## src/rtl/basics_pipe.sv

```systemverilog
// basics_pipe
// Parametrised wire / combinational / register teaching block.
//
// Takes an N-bit input vector, passes it straight through, and reduces it to
// a single bit with a mode-selectable function (AND, OR, XOR, majority).
// The reduced bit is then delayed through a DEPTH-stage, enable-gated
// register pipeline.
//
// The pipeline output also drives:
//   - a fill indicator (o_valid),
//   - rising/falling edge pulses,
//   - a saturating count of the rising-edge pulses.
//
// Parameters
//   N      number of single-bit inputs (N >= 1)
//   DEPTH  register stages between o_comb and o_reg (DEPTH >= 1)
//   CW     width of the rising-edge counter (CW >= 1)
//
// Ports
//   clk      system clock, all state updates on its rising edge
//   rst      asynchronous, active-high reset
//   en       pipeline shift enable
//   clr      synchronous clear of the edge counter
//   mode     reduction select: 00 AND, 01 OR, 10 XOR, 11 majority
//   i        N-bit input vector
//   o_wire   combinational copy of i
//   o_comb   combinational reduction of i selected by mode
//   o_reg    last pipeline stage
//   o_valid  pipeline has been filled since reset
//   o_rise   valid-gated rising edge of o_reg
//   o_fall   valid-gated falling edge of o_reg
//   o_count  saturating count of o_rise pulses
module basics_pipe #(
    parameter int N     = 3,
    parameter int DEPTH = 2,
    parameter int CW    = 8
) (
    input  logic          clk,
    input  logic          rst,
    input  logic          en,
    input  logic          clr,
    input  logic [1:0]    mode,
    input  logic [N-1:0]  i,
    output logic [N-1:0]  o_wire,
    output logic          o_comb,
    output logic          o_reg,
    output logic          o_valid,
    output logic          o_rise,
    output logic          o_fall,
    output logic [CW-1:0] o_count
);

    // Wide enough for a popcount of 0..N and a fill count of 0..DEPTH.
    localparam int PW = $clog2(N + 1);
    localparam int FW = $clog2(DEPTH + 1);
    localparam logic [CW-1:0] CNT_MAX = '1;

    logic [PW-1:0]    w_popcount;
    logic             w_majority;
    logic [DEPTH-1:0] r_stage;
    logic [FW-1:0]    r_fill;
    logic             r_reg_d;

    assign o_wire = i;

    // Count the ones in i. Majority is a strict "more than half" test
    // using integer division, so for even N a tie reads as 0.
    always_comb begin
        w_popcount = '0;
        for (int k = 0; k < N; k++) begin
            w_popcount = w_popcount + PW'(i[k]);
        end
        w_majority = (w_popcount > PW'(N / 2));
    end

    // Reduction selected by mode. mode is not registered, so a change
    // shows up here immediately and reaches o_reg DEPTH enabled edges later.
    always_comb begin
        o_comb = 1'b0;
        case (mode)
            2'b00:   o_comb = &i;
            2'b01:   o_comb = |i;
            2'b10:   o_comb = ^i;
            default: o_comb = w_majority;
        endcase
    end

    // Shift register of the reduction. It holds completely while en is low.
    always_ff @(posedge clk or posedge rst) begin
        if (rst) begin
            r_stage <= '0;
        end else if (en) begin
            r_stage[0] <= o_comb;
            for (int k = 1; k < DEPTH; k++) begin
                r_stage[k] <= r_stage[k-1];
            end
        end
    end

    assign o_reg = r_stage[DEPTH-1];

    // Fill counter. It saturates at DEPTH, so once valid is set it stays set
    // until the next reset, regardless of en.
    always_ff @(posedge clk or posedge rst) begin
        if (rst) begin
            r_fill <= '0;
        end else if (en && (r_fill != FW'(DEPTH))) begin
            r_fill <= r_fill + FW'(1);
        end
    end

    assign o_valid = (r_fill == FW'(DEPTH));

    // Edge history sampled every clock, not only enabled ones. That way a
    // pulse lasts exactly one cycle even while the pipeline is stalled.
    // Because it resets to 0, the first valid o_reg=1 counts as a rise.
    always_ff @(posedge clk or posedge rst) begin
        if (rst) begin
            r_reg_d <= 1'b0;
        end else begin
            r_reg_d <= o_reg;
        end
    end

    assign o_rise = o_valid &  o_reg & ~r_reg_d;
    assign o_fall = o_valid & ~o_reg &  r_reg_d;

    // Saturating rise counter. clr wins over a simultaneous rise, and that
    // rise is not counted afterwards.
    always_ff @(posedge clk or posedge rst) begin
        if (rst) begin
            o_count <= '0;
        end else if (clr) begin
            o_count <= '0;
        end else if (o_rise && (o_count != CNT_MAX)) begin
            o_count <= o_count + CW'(1);
        end
    end

endmodule

```

## config.mk

```make
export PLATFORM = sky130hd
export DESIGN_NAME = basics_pipe
export DESIGN_NICKNAME = d
export VERILOG_FILES = /design/src/rtl/basics_pipe.sv
export SDC_FILE = /design/constraint.sdc
export NUM_CORES = 1
export LEC_CHECK = 0
export BUFFER_PORTS_ARGS = -buffer_cell sky130_fd_sc_hd__buf_2
export CAP_MARGIN = 30
export CORE_MARGIN = 3
export CORE_UTILIZATION = 30
export CTS_CLUSTER_DIAMETER = 30
export DETAILED_ROUTE_END_ITERATION = 6
export PLACE_DENSITY = 0.54
export SKIP_LAST_GASP = 1
export SLEW_MARGIN = 20
export SYNTH_ARGS = -nofsm -noshare
export SYNTH_HDL_FRONTEND = slang
export SYNTH_SLANG_ARGS = --single-unit
```

## constraint.sdc

```tcl
create_clock -name clk -period 1.9 [get_ports clk]
set_input_delay 0.38 -clock clk [delete_from_list [all_inputs] [get_ports clk]]
set_output_delay 0.38 -clock clk [all_outputs]
set_load 0.01 [all_outputs]
```

# == After elaboration in Yosys (flattened, before gate mapping) ==
# Index checks and enable logic that the tools add are counted.
# word_totals
register_bits,13
out_inout_bits,16
wordCells,30
input_bits,9
# classes
eq_ne,5
add_sub_neg,4
magnitude_cmp,1
n_reduce_logical,7
mux,3
bitwise,6
# op_table
op,count
$mux 8,2
$add 8x1->8 const B,1
$ne 8x8->1 const B,1
$and 1x1->1,4
$eq 2x2->1 const B,2
$pmux 1 s3,1
$reduce_and 3->1,1
$reduce_or 3->1,1
$reduce_xor 3->1,1
$add 1x1->2,1
$add 2x1->2,1
$add 2x1->2 const B,1
$eq 2x1->1 const B,1
$gt 2x1->1 const B,1
$logic_and 1x1->1,2
$logic_not 2->1,1
$ne 2x2->1 const B,1
$not 1->1,2
$reduce_bool 2->1,1

# == Depth between registers and ports, before layout ==
# depth
word_depth,6
mapped_depth,6
mapped_depth_nobuf,6

# == Worst setup path before layout ==
# Ideal clock, no wire load.
# synth_path
path_type,input -> output
startpoint,in i[0]
endpoint,out o_comb
slack_ps,345
arrival_ps,1175
stages,5
path_cell_list,inv_1 -> fa_1 -> mux2i_1 -> nand2_1 -> nand2_1
# synth_via
elab_chain_len,4
elab_cells_between_ends,7
classes_between,2 x add/sub; 1 x order compare; 1 x mux; 3 x reduce/logical
# synth_rtl
item,line_no,source
from (decl),43,"input logic [N-1:0] i,"
$add 1x1->2,71,w_popcount = w_popcount + PW'(i[k]);
$add 2x1->2,71,
$gt 2x1->1,73,w_majority = (w_popcount > PW'(N / 2));
$pmux 1 s3 *,80,case (mode)
to (decl),45,"output logic o_comb,"
# Mark *: on every way between the ends. The rest lies on a longest branch, timed or not.

# == Final worst setup path ==
# layout_path
startpoint,reg r_fill[0]
endpoint,out o_rise
# layout_via
elab_chain_len,3
# layout_rtl
item,line_no,source
from (decl),61,logic [FW-1:0] r_fill;
from (signal assigned),108,r_fill <= r_fill + FW'(1);
$eq 2x2->1,112,assign o_valid = (r_fill == FW'(DEPTH));
$and 1x1->1 (2 in series),125,assign o_rise = o_valid & o_reg & ~r_reg_d;
to (decl),48,"output logic o_rise,"
# No other way between the ends.

==> flow_summary.toml <==
[status]
outcome = "finished, final reports clean"

[logic_synthesis]
synth_cell_type_count = 33
synth_ff_type = "dfrtp_1"
syn_inst = 75
synth.avg_cell_area_um2 = 10.5
synth_edf_count = 0
synthesis.nets = 89
synth_seq_cells = 13
synth_area_leaders = "dfrtp_1 (41%), ha_1 (6.4%), and4b_1 (3.8%)"
synthArstFlopShare = 1.00
yosysTopAreaCell = "dfrtp_1"
yosysWarnings = 0
yosysTopAreaCellShare = 0.414
synth_area_um2 = 786
yosysSeqAreaShare = 0.414

[cts]
clock_latency_ns = 0.27
htree_levels = 1
cts-root-buf = "clkbuf_4"
cts.sinks = 13
clk_pin_slew_worst_paths_ns = 0.08
cts_tree = "done"
post_cts_resized = 0
cts_hold_buf = 0
cts_buffer_depth = 2
numCtsBuffers = 3
cts_setup_buffers = 0

[sta]
finalClockSkew_ns = 0.00567
worstMarginPinSlew_ns = 0.513
layout_setup_ws_ns = 0.118
slew_violations = 0
setup_tns_ns = 0
relSlewSlack = 0.658
fmax_mhz = 561
grt_setup_unrepaired = "no"
fin_crit_ns = 1.78
finalCritPeriodShare = 0.938
setup-violations-final = 0
hold_viol = 0
holdWs_ns = 0.125

[layout]
multi_input_area_um2 = 412
antennaDiodeCount = 0
fin_area_um2 = 941
num-fill-cells = 253
syn2layout_area_growth_pct = 19.7
fin_util = 0.402
instances_no_fill = 127
register_area_um2 = 325
drive_gt1_frac = 0.323
layout_commonest_cell = "buf_2"
most-common-layout-cells = "buf_2 (24), dfrtp_1 (13), inv_1 (5)"
final_nets = 114

[grt]
antenna_found_initial = 0
grt_pass1_wl_mm = 2.71
grt_max_degree = 14
grt_pass1_vias = 598
overflow = 0
grt_usage = 0.104

[flow_run]
cap_violations = 0

[power]
leakagePower_nw = 0.491
p_per_area_nw_per_um2 = 733
power_mw = 0.690
peakVddDrop_uv = 513

[worst_hold_path]
hp-class = "primary input to asynchronous set/reset pin"

[setup_path]
cpPeakStageDelay_ns = 0.40
crit_path_start_kind = "flip-flop"
end_kind = "output pin"
slowest_stage = "dfrtp_1"
crit_fanout = 5
crit_chain = "inv_1 -> ha_1 -> nand3b_1 -> inv_2 -> buf_2"
crit_arrival_ns = 1.40
critical_path_class = "flip-flop to output pin"
critPathRequiredTime_ns = 1.52

[drt]
wl_per_cell_um = 12.2
final_antenna_net_count = 0
routed_wirelength_mm = 1.55
drc = 0
vias = 634
drt_pass1_iterations = 4
drt_iter0_markers = 6
routed_via_density = 4.99

[die]
dieArea_um2 = 3270
initial_core_util = 0.336
die-width_um = 57.2
core-area_um2 = 2340
io_pins = 25
num_rows = 17
fp.dieH_um = 57.2

[placement]
gp_congestion = 0.742
dp_cells = 123
placed_cell_area_um2 = 915
dp_hpwl_mm = 1.22
io_buffers = 24
pre_cts_ws_ns = 0.112
final timing paths:
path,startpoint,slack [ns],endpoint,cells past startpoint
max reg2reg,o_count[0],0.27,o_count[0],4
max,r_fill[0],0.12,o_rise,5
min in group clk,en,0.34,r_stage[0],2
min reg2reg,r_stage[1],0.48,r_reg_d,0
min,rst,0.13,o_count[6],2
max in group asynchronous,rst,1.43,o_count[1],2
power breakdown:
| part | internal, mW | switching (mW) |
|---|---|---|
| registers | 0.313 | 0.0271 |
| clock network | 0.0812 | 0.0849 |
| logic | 0.0845 | 0.0992 |
| total | 0.479 | 0.211 |
logic make-up after synthesis:
| group | synth area share |
|---|---|
| compound gates | 0.154 |
| xor+xnor | 0.0111 |
| fa+ha+maj | 0.0892 |
| buf+inv | 0.0621 |
| flops | 0.414 |
| mux | 0.0732 |
| simple gates | 0.196 |
metal layers:
| metal | global-route usage | routed length (um) |
|---|---|---|
| met5 | 0 | 0 |
| met4 | 0.0199 | 16 |
| met3 | 0.0452 | 97 |
| met2 | 0.158 | 666 |
| met1 | 0.138 | 766 |
synthesized netlist by cell type (all sizes together), types with 2 or more instances:
library cell and number:
and3 2, nand2 4, dfrtp 13, buf 3, a311oi 3, mux2 3
a211oi 2, and4b 3, and4 2, a21oi 4, inv 6, a31oi 2
nor2 4, a41oi 2, ha 4, nand2b 3, nor2b 3, mux2i 2
sequential cells by signal, indices dropped and copies added, names as in the netlist:
name,flops
o_count,8
r_fill,2
r_reg_d,1
r_stage,2
cell type report:
class / instances / area share
tap: 28 / 0.0372
timing repair buffer: 24 / 0.128
inverter: 6 / 0.0239
sequential: 13 / 0.346
clock buffer: 4 / 0.0279
multi-input combinational: 52 / 0.438
worst max-delay path: cells and delay by family (launching register included):
| family | cells | cell delay, ns |
|---|---|---|
| flip-flops | 1 | 0.40 |
| buffers and inverters | 3 | 0.33 |
| adder cells (fa/ha/maj) | 1 | 0.22 |
| AND/OR/NAND/NOR | 1 | 0.18 |
Note: power is estimated with default switching activity, not from simulation.
